==> src/rtl/snake_pkg.sv <==
// Shared grid geometry, cell type and spawn FSM states for the snake game.
// Pure declarations: no logic, no latency.
package snake_pkg;

    localparam int GRID_W  = 14;
    localparam int GRID_H  = 14;
    localparam int MAX_SEG = 50;

    typedef struct packed {
        logic [3:0] x;
        logic [3:0] y;
    } cell_t;

    typedef enum logic [1:0] {
        ST_IDLE,
        ST_CAND,
        ST_SCAN,
        ST_PLACED
    } state_t;

endpackage

==> src/rtl/apple_cand_gen.sv <==
// Next apple candidate: folded random cell or previous candidate advanced in raster order.
// Purely combinational, zero latency, no flow control.
module apple_cand_gen #(
    parameter int GRID_W = snake_pkg::GRID_W,
    parameter int GRID_H = snake_pkg::GRID_H
) (
    input  logic              use_rand,
    input  logic [3:0]        rand_x,
    input  logic [3:0]        rand_y,
    input  snake_pkg::cell_t  prev,
    output snake_pkg::cell_t  cand
);

    localparam logic [3:0] W_LIM  = 4'(GRID_W);
    localparam logic [3:0] H_LIM  = 4'(GRID_H);
    localparam logic [3:0] W_LAST = 4'(GRID_W - 1);
    localparam logic [3:0] H_LAST = 4'(GRID_H - 1);

    snake_pkg::cell_t folded;
    snake_pkg::cell_t advanced;

    always_comb begin
        // LFSR range is 0..15; a single subtract maps it back onto the grid
        folded.x = (rand_x >= W_LIM) ? rand_x - W_LIM : rand_x;
        folded.y = (rand_y >= H_LIM) ? rand_y - H_LIM : rand_y;

        advanced = prev;
        if (prev.x == W_LAST) begin
            advanced.x = 4'd0;
            advanced.y = (prev.y == H_LAST) ? 4'd0 : prev.y + 4'd1;
        end else begin
            advanced.x = prev.x + 4'd1;
        end

        cand = use_rand ? folded : advanced;
    end

endmodule

==> src/rtl/apple_spawn_ctrl.sv <==
// Apple placement: pick a candidate, scan the snake body, commit the first body-free cell.
// Latency 1 + max(body_len,1) cycles per candidate; eaten is only honoured while PLACED.
module apple_spawn_ctrl #(
    parameter int GRID_W    = snake_pkg::GRID_W,
    parameter int GRID_H    = snake_pkg::GRID_H,
    parameter int MAX_SEG   = snake_pkg::MAX_SEG,
    parameter int MAX_TRIES = 4
) (
    input  logic       clk,
    input  logic       reset,
    input  logic       eaten,
    input  logic [3:0] rand_x,
    input  logic [3:0] rand_y,
    input  logic [5:0] body_len,
    output logic [5:0] body_idx,
    input  logic [7:0] body_seg,
    output logic [3:0] apple_x,
    output logic [3:0] apple_y,
    output logic       apple_valid,
    output logic       busy
);

    import snake_pkg::*;

    localparam int              TW      = $clog2(MAX_TRIES + 1);
    localparam logic [TW-1:0]   TRY_SAT = TW'(MAX_TRIES);
    localparam logic [5:0]      SEG_MAX = 6'(MAX_SEG);

    state_t         state, state_nxt;
    cell_t          cand, cand_nxt, gen_cand;
    logic [TW-1:0]  tries, tries_nxt;
    logic [5:0]     idx_nxt;
    logic [5:0]     eff_len;
    logic [3:0]     ax_nxt, ay_nxt;
    logic           av_nxt;
    logic           use_rand;

    assign eff_len  = (body_len > SEG_MAX) ? SEG_MAX : body_len;
    assign busy     = (state == ST_CAND) || (state == ST_SCAN);
    assign use_rand = (tries < TRY_SAT);

    apple_cand_gen #(
        .GRID_W (GRID_W),
        .GRID_H (GRID_H)
    ) u_cand_gen (
        .use_rand (use_rand),
        .rand_x   (rand_x),
        .rand_y   (rand_y),
        .prev     (cand),
        .cand     (gen_cand)
    );

    always_comb begin
        state_nxt = state;
        cand_nxt  = cand;
        tries_nxt = tries;
        idx_nxt   = body_idx;
        ax_nxt    = apple_x;
        ay_nxt    = apple_y;
        av_nxt    = apple_valid;

        case (state)
            ST_IDLE: begin
                state_nxt = ST_CAND;
            end
            ST_CAND: begin
                cand_nxt  = gen_cand;
                idx_nxt   = 6'd0;
                state_nxt = ST_SCAN;
            end
            ST_SCAN: begin
                if ((eff_len != 6'd0) && (body_seg == cand)) begin
                    tries_nxt = (tries == TRY_SAT) ? tries : tries + TW'(1);
                    idx_nxt   = 6'd0;
                    state_nxt = ST_CAND;
                end else if ((eff_len == 6'd0) || (body_idx == eff_len - 6'd1)) begin
                    ax_nxt    = cand.x;
                    ay_nxt    = cand.y;
                    av_nxt    = 1'b1;
                    tries_nxt = '0;
                    idx_nxt   = 6'd0;
                    state_nxt = ST_PLACED;
                end else begin
                    idx_nxt = body_idx + 6'd1;
                end
            end
            ST_PLACED: begin
                // old coordinates stay visible until the next commit
                if (eaten) begin
                    av_nxt    = 1'b0;
                    state_nxt = ST_CAND;
                end
            end
            default: begin
                state_nxt = ST_IDLE;
            end
        endcase
    end

    always_ff @(posedge clk) begin
        if (reset) begin
            state       <= ST_IDLE;
            cand        <= '0;
            tries       <= '0;
            body_idx    <= 6'd0;
            apple_x     <= 4'd0;
            apple_y     <= 4'd0;
            apple_valid <= 1'b0;
        end else begin
            state       <= state_nxt;
            cand        <= cand_nxt;
            tries       <= tries_nxt;
            body_idx    <= idx_nxt;
            apple_x     <= ax_nxt;
            apple_y     <= ay_nxt;
            apple_valid <= av_nxt;
        end
    end

endmodule

==> config.mk <==
export PLATFORM = sky130hd
export DESIGN_NAME = apple_spawn_ctrl
export DESIGN_NICKNAME = d
export VERILOG_FILES = /design/src/rtl/snake_pkg.sv /design/src/rtl/apple_cand_gen.sv /design/src/rtl/apple_spawn_ctrl.sv
export SDC_FILE = /design/constraint.sdc
export NUM_CORES = 1
export LEC_CHECK = 0
export BUFFER_PORTS_ARGS = -buffer_cell sky130_fd_sc_hd__clkbuf_2
export CAP_MARGIN = 30
export CORE_MARGIN = 5
export CORE_UTILIZATION = 40
export DETAILED_ROUTE_END_ITERATION = 10
export PLACE_DENSITY = 0.59
export SYNTH_ARGS = -nofsm -noshare
export SYNTH_HDL_FRONTEND = slang
export SYNTH_SLANG_ARGS = --single-unit
==> constraint.sdc <==
create_clock -name clk -period 7.1 [get_ports clk]
set_input_delay 0.71 -clock clk [delete_from_list [all_inputs] [get_ports clk]]
set_output_delay 0.71 -clock clk [all_outputs]
set_load 0.01 [all_outputs]
==> results of run 1 <==
[routing by layer]
| metal | up-vias | share of wire | global-route usage |
|---|---|---|---|
| li1 | 912 | - | - |
| met1 | 798 | 0.49 | 0.203 |
| met2 | 32 | 0.46 | 0.233 |
| met3 | 4 | 0.039 | 0.0203 |
| met4 | 0 | 0.011 | 0.0515 |
| met5 | - | 0 | 0 |
[area by class of cell]
cell class | instances | area, um^2
Clock inverter | 1 | 30.0
Multi-Input combinational cell | 186 | 1260
Fill cell | 473 | 2500
Tap cell | 67 | 83.8
Inverter | 12 | 45.0
Sequential cell | 28 | 561
Clock buffer | 3 | 41.3
Timing Repair Buffer | 40 | 200
[through the flow]
| step | hold slack (ns) | power (mW) | util | cells |
|---|---|---|---|---|
| after global routing | 0.505 | 0.401 | 0.471 | 337 |
| after CTS | 0.488 | 0.384 | 0.471 | 337 |
| after floorplan | 0.481 | 0.234 | - | 243 |
| after detailed placement | 0.473 | 0.256 | 0.456 | 333 |
| after global placement | 0.463 | 0.256 | 0.456 | 333 |
| final | 0.486 | 0.380 | 0.471 | 337 |
[report_power, final]
group	switching [mW]	internal (mW)	total, mW	leakage [nW]
clock network	0.0524	0.0755	0.128	0.0357
registers	0.0115	0.163	0.174	0.227
logic	0.0428	0.0348	0.0776	0.552
total	0.107	0.273	0.380	0.815
[critical path: cells and delay by family]
family,cells,cell delay (ns)
and+or+nand+nor,3,1.30
adders and majority gates,1,0.21
muxes,1,0.26
AOI/OAI and AO/OA,3,0.87
buffers and inverters,1,0.17
[worst max path at each step]
stage / start / end / slack (ns) / cells after the start
final: body_len[5] / apple_x[2]$_SDFFE_PP0P_ / 3.78 / 9
after floorplan: body_len[5] / apple_x[0]$_SDFFE_PP0P_ / 3.88 / 11
after global routing: body_len[5] / apple_x[2]$_SDFFE_PP0P_ / 3.54 / 9
after detailed placement: body_len[5] / apple_x[2]$_SDFFE_PP0P_ / 3.49 / 9
after CTS: body_len[5] / apple_x[2]$_SDFFE_PP0P_ / 3.77 / 9
after global placement: body_len[5] / apple_y[1]$_SDFFE_PP0P_ / 3.62 / 9
[state kept, by name, summed over array words and instances, names as in the netlist]
signal,count
apple_x,4
body_idx,6
apple_y,4
tries,3
apple_valid,1
cand,8
state,2
[layout by cell type (no fill, tap or decap), types with 2 or more instances in the layout]
master    count
a21oi_1      13
a22oi_1       2
a31oi_1       6
clkbuf_2     40
clkbuf_8      3
dfxtp_1      28
ha_1         10
inv_1        11
mux2i_1      10
nand2_1      21
nand2b_1     18
nand3_1      10
nand3b_1      5
nand4_1       4
nor2_1       16
nor3_1        8
nor3b_1       2
nor4_1        2
o211ai_1      4
o21ai_0       9
or3_1         2
or4b_1        2
xnor2_1      15
[kinds of logic (layout without fill, tap and decap cells)]
family	Yosys count	count (layout)	share of synthesized area
buffers and inverters	29	56	0.0581
and+or+nand+nor	98	98	0.275
DFF	28	28	0.289
xor gates and xnor gates	15	15	0.0678
adders and majority gates	10	10	0.0646
muxes	11	11	0.0575
AOI/OAI and AO/OA	52	52	0.188
==> impl_metrics.tcl, run 1 <==
set metrics [dict create \
    critical-path-slowest-cell "nor2b_2" \
    timing_worst_slew_pin_value_ns 0.719 \
    initial_core_util 0.410 \
    detailedPlacementHpwl_mm 3.25 \
    number_of_synthesized_flops_with_an_enable_pin 0 \
    core_area_um2 4720 \
    number_of_cells_on_the_worst_hold_path 2 \
    rows 25 \
    finalWorstPathRequiredPeriod_ns 3.32 \
    synth.most_common_cell "dfxtp_1" \
    setup_viol 0 \
    timing.clock.skew_ns 0.00972 \
    die_h_um 79.6 \
    timing.hold.worst.class "flop to flop" \
    timing.slew.headroom 0.520 \
    numCtsBuffers 3 \
    async_reset_ff_frac 0 \
    cts.repair_timing.setup_buffer_count 0 \
    netlist.top_cell.by_area "dfxtp_1" \
    clk_transition_reported_paths_ns 0.10 \
    stdcell_area_um2 2220 \
    placement.cell_area_um2 2150 \
    reg2reg_to "apple_x[2]$_SDFFE_PP0P_" \
    finalWeightedCongestion 0.792 \
    rsz0062_at_grt "false" \
    first_iter_violations 157 \
    clock-sinks 28 \
    clock_tree.htree_level_count 1 \
    viasPerCell 5.18 \
    cp_max_fo 12 \
    max_freq_ghz 0.301 \
    r2r_setup_slack_ns 4.70 \
    area_delta_synth_final_pct 14.9 \
    power.density_nw_per_um2 171 \
    ys_seq_area_frac 0.289 \
    tritoncts_clock_tree "yes" \
    clk_path_buf_depth 2 \
    ff2ff_path_depth 5 \
    synth_area_per_cell_um2 7.97 \
    worst_ep_arrival_time_ns 3.53 \
    hp-start "apple_y[2]$_SDFFE_PP0P_" \
    irDropWorstVdd_uv 74.5 \
    placement.io_buffers 40 \
    globalRoute.totalOverflow 0 \
    worst_path_largest_cell_delay_ns 0.67 \
    syn_area_um2 1940 \
    netlist_top_cells_count "dfxtp_1, nand2_1, nand2b_1, clkbuf_1, nor2_1" \
    grt_pass1_wl_mm 7.57 \
    clock_latency_ns 0.28 \
    post_synthesis_net_count 278 \
    cp.required_ns 7.31 \
    worst_setup_path_end_kind "flop" \
    grt_use_total 0.147 \
    die-width_um 79.6 \
    critical_path.cell_chain "clkbuf_2, o311ai_0, nand2_1, ha_1, or4b_1, o211ai_1, o31a_1, nor2b_2, mux2i_1" \
    place_ws_ns 3.49 \
    worst_slack_ns 3.78 \
    ys_types 51 \
    antenna_violating_nets_post_route 0 \
    top_area_cells_in_the_synthesized_netlist "dfxtp_1, xnor2_1, ha_1, nand2b_1, mux2i_1" \
    timing.critical_path.from_type "input port" \
    ys_seq_elements 28 \
    fin_tns_setup_ns 0 \
    p_leak_nw 0.815 \
    io_pins 41 \
    drive_above_1_share 0.185 \
    setup.worst_path.class "input port to flop" \
    share_of_the_synthesized_area_in_the_top_cell_type 0.289 \
    worstReg2RegStart "body_idx[3]$_SDFFE_PP0P_" \
    floorplan.die_area_um2 6330 \
    layout_worst_path_cycle_share 0.468 \
    maxSlewViolCount 0 \
    clock_root_buffer "clkbuf_8" \
    post_drt_wl_per_cell_um 13.0 \
    synth_cells 243 \
    yosysWarningCount 0 \
    drtPass1Iterations 4 \
    num_vias 1746 \
    nets 306 \
    wl_mm 4.40 \
    run_status "complete, no violations" \
    synth_ff_type "dfxtp_1" \
    hold_path_end "apple_y[2]$_SDFFE_PP0P_" \
    antenna_cells_inserted 0 \
    antenna_found_initial 0 \
    first_global_vias 1612 \
    timing.final.hold_violations 0 \
    grt_max_degree 45 \
    drc_errors 0 \
    max_capacitance_violation_count 0 \
    cts_hold_buffers 0 \
    post_cts_resize_count 0 \
]
No activity file was read; power rests on OpenSTA's default activity.
==> inputs of run 2 (changes only) <==
clock period = 3.3 ns   (was 7.1 ns; I/O delays follow)
==> impl_metrics.tcl, run 2 (same netlist as run 1, synthesis figures left out) <==
set metrics [dict create \
    run_status "complete, no violations" \
    rows 25 \
    cts.repair_timing.setup_buffer_count 0 \
    timing_worst_slew_pin_value_ns 0.742 \
    finalWeightedCongestion 0.807 \
    r2r_setup_slack_ns 1.09 \
    initial_core_util 0.410 \
    io_pins 41 \
    nets 307 \
    hold_path_end "cand[4]$_SDFFE_PP0P_" \
    clk_transition_reported_paths_ns 0.10 \
    timing.final.hold_violations 0 \
    multiInputGateArea_um2 1260 \
    irDropWorstVdd_uv 132 \
    drc_errors 0 \
    worst_path_largest_cell_delay_ns 0.53 \
    floorplan.die_area_um2 6330 \
    drtPass1Iterations 4 \
    cts_hold_buffers 0 \
    largest_reg_flops 8 \
    clk_path_buf_depth 2 \
    worstReg2RegStart "body_idx[3]$_SDFFE_PP0P_" \
    first_iter_violations 69 \
    antenna_found_initial 0 \
    power.density_nw_per_um2 367 \
    critical_path.most_common_cell "xnor2_1" \
    clock_tree.htree_level_count 1 \
    antenna_violating_nets_post_route 0 \
    setup.worst_path.class "input port to flop" \
    p_leak_nw 0.820 \
    place_ws_ns 0.314 \
    numCtsBuffers 3 \
    viasPerCell 5.21 \
    clock-sinks 28 \
    reg2reg_to "state[0]$_SDFFE_PP0P_" \
    post_cts_resize_count 0 \
    hp-start "rand_x[0]" \
    number_of_cells_on_the_worst_hold_path 3 \
    post_drt_wl_per_cell_um 13.0 \
    timing.hold.worst.class "input port to flop" \
    grt_max_degree 45 \
    placement.io_buffers 40 \
    timing.clock.skew_ns 0.00682 \
    clock_latency_ns 0.28 \
    drive_above_1_share 0.188 \
    antenna_cells_inserted 0 \
    timing.critical_path.from_type "input port" \
    die_h_um 79.6 \
    die-width_um 79.6 \
    cp.required_ns 3.47 \
    tritoncts_clock_tree "yes" \
    core_area_um2 4720 \
    ff2ff_path_depth 5 \
    clock_root_buffer "clkbuf_8" \
    finalWorstPathRequiredPeriod_ns 2.70 \
    largest_register "cand" \
    place.detailed.instances 334 \
    final_cell_mix "clkbuf_2, dfxtp_1, nand2_1" \
    num_vias 1762 \
    worst_ep_arrival_time_ns 2.87 \
    detailedPlacementHpwl_mm 3.32 \
    area_delta_synth_final_pct 15.2 \
    most_frequent_standard_cell_in_the_layout_excluding_fill_and_tap_cells "clkbuf_2" \
    timing.slew.headroom 0.506 \
    critical_path.cell_chain "clkbuf_2, o311ai_0, nand2_1, ha_1, xnor2_1, xnor2_1, nor4b_2, a31oi_4, a2bb2oi_1, mux2_2" \
    final-seq-area_um2 561 \
    grt_use_total 0.142 \
    maxSlewViolCount 0 \
    stdcell_area_um2 2230 \
    setup_viol 0 \
    cp_max_fo 10 \
    biggestRegsByFlops "cand x8, body_idx x6" \
    max_freq_ghz 0.370 \
    fillerInstances 479 \
    worst_setup_path_end_kind "flop" \
    first_global_vias 1597 \
    max_capacitance_violation_count 0 \
    grt_pass1_wl_mm 7.36 \
    fin_tns_setup_ns 0 \
    rsz0062_at_grt "false" \
    placement.cell_area_um2 2160 \
    wl_mm 4.40 \
    critical-path-slowest-cell "o311ai_0" \
    worst_slack_ns 0.598 \
    final_cells 338 \
    layout_worst_path_cycle_share 0.819 \
    globalRoute.totalOverflow 0 \
]
==> run 2: changes by cell type in the layout (fill, tap and decap cells not counted) <==
cell	before	now
buf_4	0	1
==> run 2: worst max-delay path, delay by kind of cell <==
kind | cells | cell delay (ns)
buf+inv | 1 | 0.14
mux | 1 | 0.37
fa+ha+maj | 1 | 0.25
compound gates | 3 | 1.03
simple gates | 2 | 0.47
xor+xnor | 2 | 0.29
==> run 2: worst max path at each step <==
stage / start / endpoint / slack (ns) / cells after the start
after detailed placement: body_len[3] / state[0]$_SDFFE_PP0P_ / 0.31 / 10
final: body_len[3] / state[0]$_SDFFE_PP0P_ / 0.60 / 10
after CTS: body_len[3] / state[0]$_SDFFE_PP0P_ / 0.61 / 10
after global placement: body_len[3] / state[0]$_SDFFE_PP0P_ / 0.38 / 10
after floorplan: body_len[5] / apple_x[0]$_SDFFE_PP0P_ / 0.46 / 11
after global routing: body_len[2] / state[0]$_SDFFE_PP0P_ / 0.42 / 10
==> run 2: final cells by class <==
type | count | share of cell area
multi-input combinational | 186 | 0.566
clock inverter | 1 | 0.0135
sequential | 28 | 0.251
timing repair buffer | 41 | 0.0930
tap | 67 | 0.0376
inverter | 12 | 0.0202
clock buffer | 3 | 0.0185
==> run 2: power breakdown <==
part	leakage (nW)	total [mW]	internal, mW	switching, mW
clock network	0.0357	0.276	0.162	0.114
logic	0.558	0.168	0.0749	0.0928
registers	0.227	0.375	0.351	0.0248
==> run 2: stage by stage <==
step                total power, mW  hold slack (ns)   util
global placement              0.551            0.461  0.457
floorplan                     0.503            0.481      -
global route                  0.867            0.339  0.473
finish                        0.819            0.327  0.473
CTS                           0.826            0.324  0.473
detailed placement            0.552            0.469  0.457
==> run 2: metal layers <==
layer,vias to the layer above,wire length (um),GRT usage
met5,-,0,0
met4,0,36,0.0412
met3,4,167,0.0181
met2,31,1990,0.227
met1,812,2210,0.199
li1,915,-,-
